--- src/rtl/cdce_pkg.sv ---
// Shared types for the CDCE serial-engine arbiter: command width, FSM states, owner encoding.
package cdce_pkg;

    localparam int unsigned CDCE_CMD_W = 32;

    typedef enum logic [1:0] {
        IDLE,
        LAUNCH,
        WAIT,
        COMPLETE
    } arb_state_e;

    typedef enum logic {
        OWN_CFG,
        OWN_RT
    } owner_e;

endpackage

--- src/rtl/cdce_arb_select.sv ---
// Winner selection for the CDCE arbiter: cfg has priority, and a burst counter
// guarantees rt a grant after CFG_BURST consecutive cfg grants.
module cdce_arb_select
    import cdce_pkg::*;
#(
    parameter int unsigned CFG_BURST = 4
) (
    input  logic   clk,
    input  logic   reset_n,
    input  logic   cfg_req,
    input  logic   rt_req,
    input  logic   idle,
    input  logic   grant,
    output owner_e owner
);

    logic [3:0] burst_q, burst_d;
    logic       burst_limit;

    assign burst_limit = (burst_q == 4'(CFG_BURST));

    always_comb begin
        owner = OWN_CFG;
        if (rt_req && (!cfg_req || burst_limit)) begin
            owner = OWN_RT;
        end
    end

    // Only cfg grants made while rt is waiting count towards the burst limit.
    always_comb begin
        burst_d = burst_q;
        if (idle && !rt_req) begin
            burst_d = '0;
        end else if (grant) begin
            if (owner == OWN_RT) begin
                burst_d = '0;
            end else begin
                burst_d = burst_q + 4'd1;
            end
        end
    end

    always_ff @(posedge clk or negedge reset_n) begin
        if (!reset_n) begin
            burst_q <= '0;
        end else begin
            burst_q <= burst_d;
        end
    end

endmodule

--- src/rtl/cdce_spi_arbiter.sv ---
// Shares the CDCE serial shift engine between the boot cfg sequencer and the runtime port.
// Define CDCE_ARB_WATCHDOG_EN to compile in the WAIT-state watchdog and sticky timeout flag.
module cdce_spi_arbiter
    import cdce_pkg::*;
#(
    parameter int unsigned CMD_W          = CDCE_CMD_W,
    parameter int unsigned CFG_BURST      = 4,
    parameter int unsigned TIMEOUT_CYCLES = 4096
) (
    input  logic             clk,
    input  logic             reset_n,
    input  logic             enable,
    input  logic             cfg_req,
    input  logic [CMD_W-1:0] cfg_data,
    output logic             cfg_ack,
    output logic             cfg_done,
    input  logic             rt_req,
    input  logic [CMD_W-1:0] rt_data,
    output logic             rt_ack,
    output logic             rt_done,
    output logic             ser_start,
    output logic [CMD_W-1:0] ser_data,
    input  logic             ser_done,
    output logic             busy,
    output logic             timeout
);

    arb_state_e       state_q, state_d;
    owner_e           owner_q, sel_owner;
    logic [CMD_W-1:0] data_q;
    logic             grant;
    logic             wdog_expire;

    assign grant = (state_q == IDLE) && enable && (cfg_req || rt_req);

    cdce_arb_select #(
        .CFG_BURST (CFG_BURST)
    ) u_select (
        .clk     (clk),
        .reset_n (reset_n),
        .cfg_req (cfg_req),
        .rt_req  (rt_req),
        .idle    (state_q == IDLE),
        .grant   (grant),
        .owner   (sel_owner)
    );

    always_ff @(posedge clk or negedge reset_n) begin
        if (!reset_n) begin
            state_q <= IDLE;
        end else begin
            state_q <= state_d;
        end
    end

    always_comb begin
        state_d = state_q;
        unique case (state_q)
            IDLE:     if (grant) state_d = LAUNCH;
            LAUNCH:   state_d = WAIT;
            WAIT:     if (ser_done || wdog_expire) state_d = COMPLETE;
            COMPLETE: state_d = IDLE;
            default:  state_d = IDLE;
        endcase
    end

    always_comb begin
        ser_start = 1'b0;
        cfg_ack   = 1'b0;
        rt_ack    = 1'b0;
        cfg_done  = 1'b0;
        rt_done   = 1'b0;
        busy      = (state_q != IDLE);
        unique case (state_q)
            LAUNCH: begin
                ser_start = 1'b1;
                cfg_ack   = (owner_q == OWN_CFG);
                rt_ack    = (owner_q == OWN_RT);
            end
            COMPLETE: begin
                cfg_done = (owner_q == OWN_CFG);
                rt_done  = (owner_q == OWN_RT);
            end
            default: ;
        endcase
    end

    // Word and owner are latched at grant so ser_data is stable through WAIT.
    always_ff @(posedge clk or negedge reset_n) begin
        if (!reset_n) begin
            data_q  <= '0;
            owner_q <= OWN_CFG;
        end else if (grant) begin
            data_q  <= (sel_owner == OWN_RT) ? rt_data : cfg_data;
            owner_q <= sel_owner;
        end
    end

    assign ser_data = data_q;

`ifdef CDCE_ARB_WATCHDOG_EN
    localparam int unsigned WdW = $clog2(TIMEOUT_CYCLES + 1);

    logic [WdW-1:0] wdog_q;
    logic           timeout_q;

    // A done arriving in the expiry cycle wins; timeout is not flagged then.
    assign wdog_expire = (state_q == WAIT) && !ser_done &&
                         (wdog_q == WdW'(TIMEOUT_CYCLES - 1));

    always_ff @(posedge clk or negedge reset_n) begin
        if (!reset_n) begin
            wdog_q    <= '0;
            timeout_q <= 1'b0;
        end else begin
            if (state_q == LAUNCH) begin
                wdog_q <= '0;
            end else if (state_q == WAIT) begin
                wdog_q <= wdog_q + 1'b1;
            end
            if (wdog_expire) begin
                timeout_q <= 1'b1;
            end
        end
    end

    assign timeout = timeout_q;
`else
    logic unused_timeout_cycles;

    assign unused_timeout_cycles = ^TIMEOUT_CYCLES;
    assign wdog_expire           = 1'b0;
    assign timeout               = 1'b0;
`endif

endmodule

--- config.mk ---
export PLATFORM = sky130hd
export DESIGN_NAME = cdce_spi_arbiter
export DESIGN_NICKNAME = d
export VERILOG_FILES = /design/src/rtl/cdce_pkg.sv /design/src/rtl/cdce_arb_select.sv /design/src/rtl/cdce_spi_arbiter.sv
export SDC_FILE = /design/constraint.sdc
export NUM_CORES = 1
export LEC_CHECK = 0
export CORE_ASPECT_RATIO = 1.4
export CORE_MARGIN = 4
export CORE_UTILIZATION = 28
export CTS_CLUSTER_DIAMETER = 40
export DETAILED_ROUTE_END_ITERATION = 6
export GPL_ROUTABILITY_DRIVEN = 1
export PLACE_DENSITY = 0.7
export SLEW_MARGIN = 10
export SYNTH_ARGS = -nofsm -noshare
export SYNTH_HDL_FRONTEND = slang
export SYNTH_HIERARCHICAL = 1
export SYNTH_SLANG_ARGS = --single-unit
--- constraint.sdc ---
create_clock -name clk -period 2.2 [get_ports clk]
set_clock_uncertainty 0.05 [all_clocks]
set_input_delay 0.44 -clock clk [delete_from_list [all_inputs] [get_ports clk]]
set_output_delay 0.44 -clock clk [all_outputs]
set_load 0.005 [all_outputs]
# Word level (Yosys, flattened, before mapping)
# Cells that the tools add are included.
dict set report word_totals {
  regBits 39
  latchBits 0
  mem_bits_rw 0
  mem_bits_ro 0
  input_bits 70
  output_inout_bits 39
  wordCells 37
  mem_count 0
}
dict set report op_classes {
  addsub 1
  n_mul 0
  div 0
  magnitude_cmp 0
  n_eq_ne 6
  shifts 0
  muxes 13
  bitwise_logic 1
  n_reduce_logical 12
}
# op n
set ops {}
lappend ops {{32-bit 2-to-1 mux} 1}
lappend ops {{4-bit 2-to-1 mux} 3}
lappend ops {{2-bit one-hot mux with 4 select lines} 1}
lappend ops {{1-bit 2-to-1 mux} 6}
lappend ops {{4-bit by 1-bit adder with 4-bit output, second input constant} 1}
lappend ops {{2-bit equality test, second input constant} 2}
lappend ops {{4-bit by 3-bit equality test with 1-bit output, second input constant} 1}
lappend ops {{1-bit logical AND} 4}
lappend ops {{2-bit 2-to-1 mux} 2}
lappend ops {{2-bit != test, second input constant} 2}
lappend ops {{2-bit nonzero test} 2}
lappend ops {{2-bit by 1-bit equality test with 1-bit output, second input constant} 1}
lappend ops {{1-bit logical NOT} 2}
lappend ops {{2-bit logical NOT} 1}
lappend ops {{1-bit logical OR} 2}
lappend ops {{2-bit AND reduction} 1}
lappend ops {{1-bit NOT} 1}

# Logic depth before layout (Yosys ltp)
# Gate-level depths: netlist (run 1).
dict set report depth {
  depth_word 7
  mapped_depth 10
  depth_no_buf 7
}

# Cells and area by module
# Netlist (run 1), hierarchy kept.
# mod instances cells_each area_each_um2
set by_module_without_submodules {}
lappend by_module_without_submodules {cdce_spi_arbiter 1 163 1776.7}
lappend by_module_without_submodules {cdce_arb_select 1 27 264.0}

# Worst setup path before layout (run 1)
# Ideal clock, no wire load.
dict set report synth_timing {
  path_type {reg-to-reg}
  from {reg state_q[0]}
  to {reg u_select.burst_q[2]}
  arrival_ns 1.811
  required_ns 2.077
  slack_ns 0.266
  path_stages_with_launch 11
  synth_period_minus_slack_ns 1.934
  path_cell_list {dfrtp_1 inv_1 ha_1 o211ai_2 buf_6 buf_6 inv_1 buf_6 and3_1 or3_1 a21oi_2}
}
dict set report synth_via {
  elab_chain_cells 4
  elab_cells_between_ends 6
}
# element line_no
set synth_lines {}
lappend synth_lines {{from (decl)} cdce_spi_arbiter.sv:28} ;# arb_state_e state_q, state_d;
lappend synth_lines {{from (signal assigned)} cdce_spi_arbiter.sv:52} ;# state_q <= state_d;
lappend synth_lines {{2-bit logical NOT} cdce_spi_arbiter.sv:34} ;# assign grant = (state_q == IDLE) && enable && (cfg_req || rt_req);
lappend synth_lines {{1-bit logical AND (2 in series)} cdce_spi_arbiter.sv:34}
lappend synth_lines {{named net grant} cdce_spi_arbiter.sv:31} ;# logic grant;
lappend synth_lines {{2-bit nonzero test (no source line)} --}
lappend synth_lines {{to (signal assigned)} cdce_arb_select.sv:47} ;# burst_q <= burst_d;
lappend synth_lines {{to (decl)} cdce_arb_select.sv:17} ;# logic [3:0] burst_q, burst_d;
# The timed path passes the listed nets, and every way through them passes these cells.
# A chain may end at the register's enable or synchronous reset.

# Worst setup path in the final report (run 1)
dict set report layout_timing {
  from {reg state_q[0]}
  to {out rt_done}
}
dict set report layout_via {
  elab_chain_cells 2
}
# element line_no
set layout_lines {}
lappend layout_lines {{2-bit equality test} cdce_spi_arbiter.sv:74} ;# unique case (state_q)
lappend layout_lines {{1-bit 2-to-1 mux} cdce_spi_arbiter.sv:74}
lappend layout_lines {{to (decl)} cdce_spi_arbiter.sv:20} ;# output logic rt_done,
# Every way passes these cells.

==> metrics, run 1 <==
post-DR vias/cell=around 4.3; Max-Cap Viols=0; GPL Wtd Cong=0.716; Post-Syn Area per Cell=10.7 sq um; clock transition at the registers of the reported paths=roughly 0.08 ns; CTS Sinks=39; post-DP HPWL=~4.0 mm; PD cells=1030 nW/um^2; Lkg Pwr=about 1.4 nW; R2R setup slack=about 0.41 ns; CTS root buf=clkbuf_8; core area=7030 sq um; Tcrit/Tclk final=0.964; area grow syn2layout=63.5%; Net Sw Frac=0.296; Residual DRC=0; Flop pwr share=0.351; total congestion overflow=0; Cells after Synth=between 150 and 200; worst setup margin=approximately 0.078 ns; Initial Utilization=0.290; crit-path cells=buf_4 > ha_1 > and2_1 > clkdlybuf4s50_1; Seq cells post-synth=39; Worst EP required=~1.7 ns; Die Wd=80.2 microns; Post-Route Utilization=0.475; Slowest cell on crit path=clkdlybuf4s50_1; Startpoint Class=flip-flop; Clock power frac=0.207; Std-Cell Rows=36; vias in the first global route=about 1600; Yosys cell types=31; design area=3340 sq um; Setup WS pre-CTS=about 0.11 ns; via count=~1700; Num CTS Buffers=5; final hold slack=around 0.14 ns; endpoint type of the worst setup path=output pin; final setup fails=0; max incr delay on CP=approximately 0.44 ns; register area share after synthesis=0.478; Initial DRT Pass Iterations=4; CP Max Fanout=3; # placed instances=approximately 380; pin count of the biggest net entering global routing=66; CP Class=reg -> out; initial antenna violation count=0; RSZ-0062 raised after global routing=no; CP arrival=around 1.6 ns; Peak Freq=471 MHz; fin. max-slew vios=0; post-route minimum period=about 2.1 ns; num ports=around 110; global-route wire length before repair=between 7 and 8 mm; ANT cells=0; share of cells above drive strength 1=0.0906; non-filler instance count after layout=~390; wire length per cell=between 10 and 15 microns; Post-DP Area=approximately 3200 sq um; P_int=around 2.4 mW; # fillers=between 600 and 700; Die Ht=109 microns; Post-Syn Nets=between 200 and 300; final wirelength=5.10 mm; combinational share of power=0.442; remaining antenna violation count=0; total net switching power=between 1 and 1.5 mW; full die area=8740 sq um; Syn. warnings=6; Fin. Hold Viols=0; port bufs=between 100 and 150; Clock Path Buffers=2; status=finished, final reports clean; worst skew pair latency=roughly 0.28 ns; NumNets Final=approximately 370; hold buffer count at CTS=0; gr usage total=0.116; VDD IR max=~390 uV; Syn Std Cell Area=around 2000 sq um; TritonCTS clock tree=built; Worst Hold Class=in -> async; CTS H-tree depth=2; Pwr Total=around 3.4 mW; drt first-iter violations=41; setup_tns=0 ns
[cell type report]
class,instances,area [sq um],area share
Timing Repair Buffer,113,1150,0.344
Multi-Input combinational cell,132,935,0.280
Tap cell,95,119,0.0356
Sequential cell,39,976,0.292
Inverter,6,22.5,0.00675
Clock inverter,3,67.6,0.0202
Clock buffer,5,68.8,0.0206
[power groups by stage]
stage / registers, mW / logic (mW) / clock network (mW)
floorplan: 1.23 / 0.628 / 0
detailed placement: 1.22 / 1.54 / 0
global placement: 1.21 / 1.50 / 0
global route: 1.25 / 1.67 / 0.764
CTS: 1.21 / 1.54 / 0.735
finish: 1.20 / 1.51 / 0.711
[worst paths after layout]
path	from	endpoint	cells past startpoint
setup / recovery	state_q[0]$_DFFE_PN0P_	rt_done	4
hold / removal	reset_n	ser_data[13]$_DFFE_PN0P_	2
setup reg to reg	state_q[0]$_DFFE_PN0P_	u_select/burst_q[2]$_DFFE_PN0P_	8
hold reg to reg	ser_data[9]$_DFFE_PN0P_	ser_data[9]$_DFFE_PN0P_	2
max in group asynchronous	reset_n	ser_data[24]$_DFFE_PN0P_	2
min in group clk	ser_data[9]$_DFFE_PN0P_	ser_data[9]$_DFFE_PN0P_	2
[critical path: cells and delay by family (launching register included)]
family                     cells  cell delay, ns
adders and majority gates      1            0.19
buffers and inverters          2            0.59
DFF                            1            0.41
and+or+nand+nor                1            0.15
[cells by family (layout without fill, tap and decap cells)]
logic type | Yosys count | count (layout) | synth area share
simple gates | 47 | 47 | 0.104
buf+inv | 19 | 127 | 0.0736
other cells | 1 | 1 | 0.00184
mux | 36 | 36 | 0.180
flops | 39 | 39 | 0.478
compound gates | 42 | 42 | 0.126
fa+ha+maj | 6 | 6 | 0.0368
[flip-flops by register name (all words and copies together) (netlist names)]
signal	cells
u_select/burst_q	4
state_q	2
ser_data	32
owner_q	1
[layout by cell type, fill, tap and decap left out, drive strengths merged, types with 2 or more instances in the layout]
| master | count |
|---|---|
| bufinv | 2 |
| o21ai | 33 |
| and2 | 2 |
| clkbuf | 5 |
| inv | 6 |
| mux2i | 34 |
| clkdlybuf4s50 | 106 |
| mux2 | 2 |
| dfrtp | 39 |
| nor2b | 4 |
| nand2 | 33 |
| ha | 6 |
| buf | 7 |
| a21oi | 4 |
[Yosys cell counts]
| library cell | number | share of area |
|---|---|---|
| nand2_1 | 33 | 0.061 |
| nor2b_1 | 4 | 0.012 |
| ha_1 | 6 | 0.037 |
| a211oi_1 | 1 | 0.0037 |
| a21oi_2 | 1 | 0.0043 |
| nand2b_1 | 1 | 0.0031 |
| or3b_1 | 1 | 0.0043 |
| o22a_1 | 1 | 0.0043 |
| buf_4 | 2 | 0.0074 |
| nor2_1 | 1 | 0.0018 |
| inv_1 | 6 | 0.011 |
| nand3b_1 | 1 | 0.0037 |
| or3_1 | 1 | 0.0031 |
| o21ai_2 | 7 | 0.030 |
| o22ai_1 | 1 | 0.0031 |
| buf_6 | 8 | 0.044 |
| mux2_2 | 1 | 0.0055 |
| nor3_1 | 1 | 0.0025 |
| mux2_4 | 1 | 0.0074 |
| conb_1 | 1 | 0.0018 |
| dfrtp_1 | 39 | 0.48 |
| and2_1 | 2 | 0.0061 |
| o211ai_2 | 1 | 0.0061 |
| nand4_1 | 1 | 0.0031 |
| and3_1 | 1 | 0.0031 |
| a21boi_1 | 1 | 0.0037 |
| mux2i_1 | 34 | 0.17 |
| clkbuf_1 | 2 | 0.0037 |
| a21oi_1 | 3 | 0.0074 |
| o21ai_0 | 26 | 0.064 |
| buf_8 | 1 | 0.0074 |
[repair_timing]
| item | in CTS | in global routing |
|---|---|---|
| endpoints found under the setup margin | 0 | 1 |
| resized for setup | 0 | 0 |
| buffers inserted | 0 | 1 |
[per-layer routing]
layer  GRT usage  part of all wire  up-vias
li1            -                 -      864
met1       0.124              0.38      756
met2       0.207              0.53       59
met3      0.0388             0.069        9
met4      0.0459             0.019        0
met5           0                 0        -
(Power assumes the default switching activity.)
==> run 2, diff against run 1 <==
--- a/config.mk
+++ b/config.mk
@@ -5,6 +5,7 @@
 export SDC_FILE = /design/constraint.sdc
 export NUM_CORES = 1
 export LEC_CHECK = 0
+export CAP_MARGIN = 5
 export CORE_ASPECT_RATIO = 1.4
 export CORE_MARGIN = 4
 export CORE_UTILIZATION = 28
==> results of run 2 <==
The final DEF is identical to that of run 1; final timing and power are the same.
==> run 3, diff against run 2 <==
--- a/config.mk
+++ b/config.mk
@@ -6,12 +6,12 @@
 export NUM_CORES = 1
 export LEC_CHECK = 0
 export CAP_MARGIN = 5
-export CORE_ASPECT_RATIO = 1.4
 export CORE_MARGIN = 4
 export CORE_UTILIZATION = 28
 export CTS_CLUSTER_DIAMETER = 40
 export DETAILED_ROUTE_END_ITERATION = 6
 export GPL_ROUTABILITY_DRIVEN = 1
+export GPL_TIMING_DRIVEN = 0
 export PLACE_DENSITY = 0.7
 export SLEW_MARGIN = 10
 export SYNTH_ARGS = -nofsm -noshare
==> constraint.sdc (replaced) <==
create_clock -name clk -period 2.42 [get_ports clk]
set_clock_uncertainty 0.05 [all_clocks]
set_input_delay 0.484 -clock clk [delete_from_list [all_inputs] [get_ports clk]]
set_output_delay 0.484 -clock clk [all_outputs]
set_load 0.005 [all_outputs]
==> metrics, run 3 (synthesis gave the netlist of run 1 again) <==
status=finished, final reports clean; Initial Utilization=0.294; r2r endpoint=u_select/burst_q[2]$_DFFE_PN0P_; Setup WS pre-CTS=-0.147 ns; area grow syn2layout=64.4%; worst skew pair latency=approximately 0.28 ns; max reg flops=32; fin. max-slew vios=0; Num CTS Buffers=5; non-filler instance count after layout=around 400; CTS Sinks=39; CP Max Fanout=10; TritonCTS clock tree=built; VDD IR max=366 uV; wire length per cell=13.5 microns; multi-input logic area=~910 sq um; Peak Freq=about 440 MHz; commonest non-fill, non-tap cells in the layout=clkdlybuf4s50_1 (106), dfrtp_1 (39), mux2i_1 (34); full die area=roughly 8700 sq um; drt first-iter violations=23; Initial DRT Pass Iterations=4; Worst Tran Pin Value=roughly 0.57 ns; CP arrival=around 2.4 ns; CTS resizes=0; Flop pwr share=0.368; total congestion overflow=0; Worst Hold Class=in -> async; post-DR vias/cell=4.29; post-route minimum period=approximately 2.3 ns; clock transition at the registers of the reported paths=about 0.08 ns; Std-Cell Rows=30; Tcrit/Tclk final=0.932; Die Ht=93.4 microns; Lkg Pwr=roughly 1.4 nW; RSZ-0062 raised after global routing=no; P_int=2.07 mW; Max-Cap Viols=0; via count=approximately 1700; PD cells=just under 900 nW/um^2; NumNets Final=around 380; pin count of the biggest net entering global routing=23; Die Wd=~93 microns; ANT cells=0; endpoint type of the worst setup path=flip-flop; reg2reg start=state_q[0]$_DFFE_PN0P_; total net switching power=slightly above 0.9 mW; gr usage total=0.125; CP Capture Point=u_select/burst_q[2]$_DFFE_PN0P_; vias in the first global route=roughly 1800; final wirelength=about 5.4 mm; Setup Fix Bufs, Post-CTS=0; port bufs=107; Worst R2R Path Depth=10; combinational share of power=0.471; global-route wire length before repair=roughly 8.6 mm; R2R setup slack=roughly 0.27 ns; core area=~6900 sq um; storage element area=slightly below 1000 sq um; remaining antenna violation count=0; worst setup path startpoint=rt_req; CP Class=in -> reg; num ports=~110; GPL Wtd Cong=about 0.71; Startpoint Class=primary input; Worst EP required=roughly 2.6 ns; post-DP HPWL=4.34 mm; final setup fails=0; Post-Route Utilization=0.483; max_slew headroom=0.621; worst setup margin=around 0.16 ns; Residual DRC=0; commonest non-fill, non-tap cell in the layout=clkdlybuf4s50_1; Net Sw Frac=0.309; # placed instances=394; Clock Path Buffers=2; Clock power frac=0.160; share of cells above drive strength 1=0.101; CTS H-tree depth=2; initial antenna violation count=0; Fin. Hold Viols=0; setup_tns=0 ns; # fillers=about 650; CTS root buf=clkbuf_8; hold buffer count at CTS=0
[run 3: changes by cell type in the layout (fill, tap and decap cells not counted), sizes merged]
| cell | before | now |
|---|---|---|
| bufinv | 2 | 0 |
| clkinvlp | 1 | 0 |
| buf | 7 | 13 |
| clkbuf | 5 | 10 |
[run 3: worst min-delay path by stage]
stage | cells past startpoint | startpoint | endpoint
after floorplan | 0 | reset_n | owner_q$_DFFE_PN0P_
after global placement | 2 | ser_data[4]$_DFFE_PN0P_ | ser_data[4]$_DFFE_PN0P_
after detailed placement | 2 | ser_data[7]$_DFFE_PN0P_ | ser_data[7]$_DFFE_PN0P_
after CTS | 1 | reset_n | ser_data[16]$_DFFE_PN0P_
after global routing | 1 | reset_n | ser_data[16]$_DFFE_PN0P_
final | 1 | reset_n | ser_data[16]$_DFFE_PN0P_
[run 3: cell type report]
class                           instances  share of cell area
Tap cell                               96              0.0358
Clock buffer                            8              0.0298
Buffer                                 13              0.0380
Inverter                                6             0.00671
Sequential cell                        39               0.291
Timing Repair Buffer                  108               0.326
Multi-Input combinational cell        132               0.273
[run 3: stage by stage]
stage	area (sq um)	hold slack [ns]	total power, mW
after floorplan	2040	0.138	1.69
after global placement	3230	0.409	2.50
after detailed placement	3250	0.416	2.56
after CTS	3350	0.133	3.05
after global routing	3350	0.154	3.24
final	3350	0.133	2.99
[run 3: power by group through the flow]
stage	combinational (mW)	clock (mW)	sequential, mW
6_report	1.41	0.479	1.10
5_1_grt	1.57	0.526	1.14
4_1_cts	1.45	0.499	1.10
3_5_place_dp	1.44	0	1.12
3_3_place_gp	1.40	0	1.10
2_1_floorplan	0.571	0	1.12
[run 3: per-layer routing]
layer | vias to the layer above | wire length (microns) | track usage
li1 | 876 | - | -
met1 | 772 | 2260 | 0.141
met2 | 73 | 2530 | 0.211
met3 | 4 | 603 | 0.0579
met4 | 0 | 42 | 0.0354
met5 | - | 0 | 0
[run 3: critical path, stage by stage]
cell             delay [ns]
clkdlybuf4s50_1        0.50
o211ai_2               0.28
buf_6                  0.20
buf_6                  0.15
inv_1                  0.05
buf_6                  0.13
and3_1                 0.15
or3_1                  0.35
a21oi_2                0.11
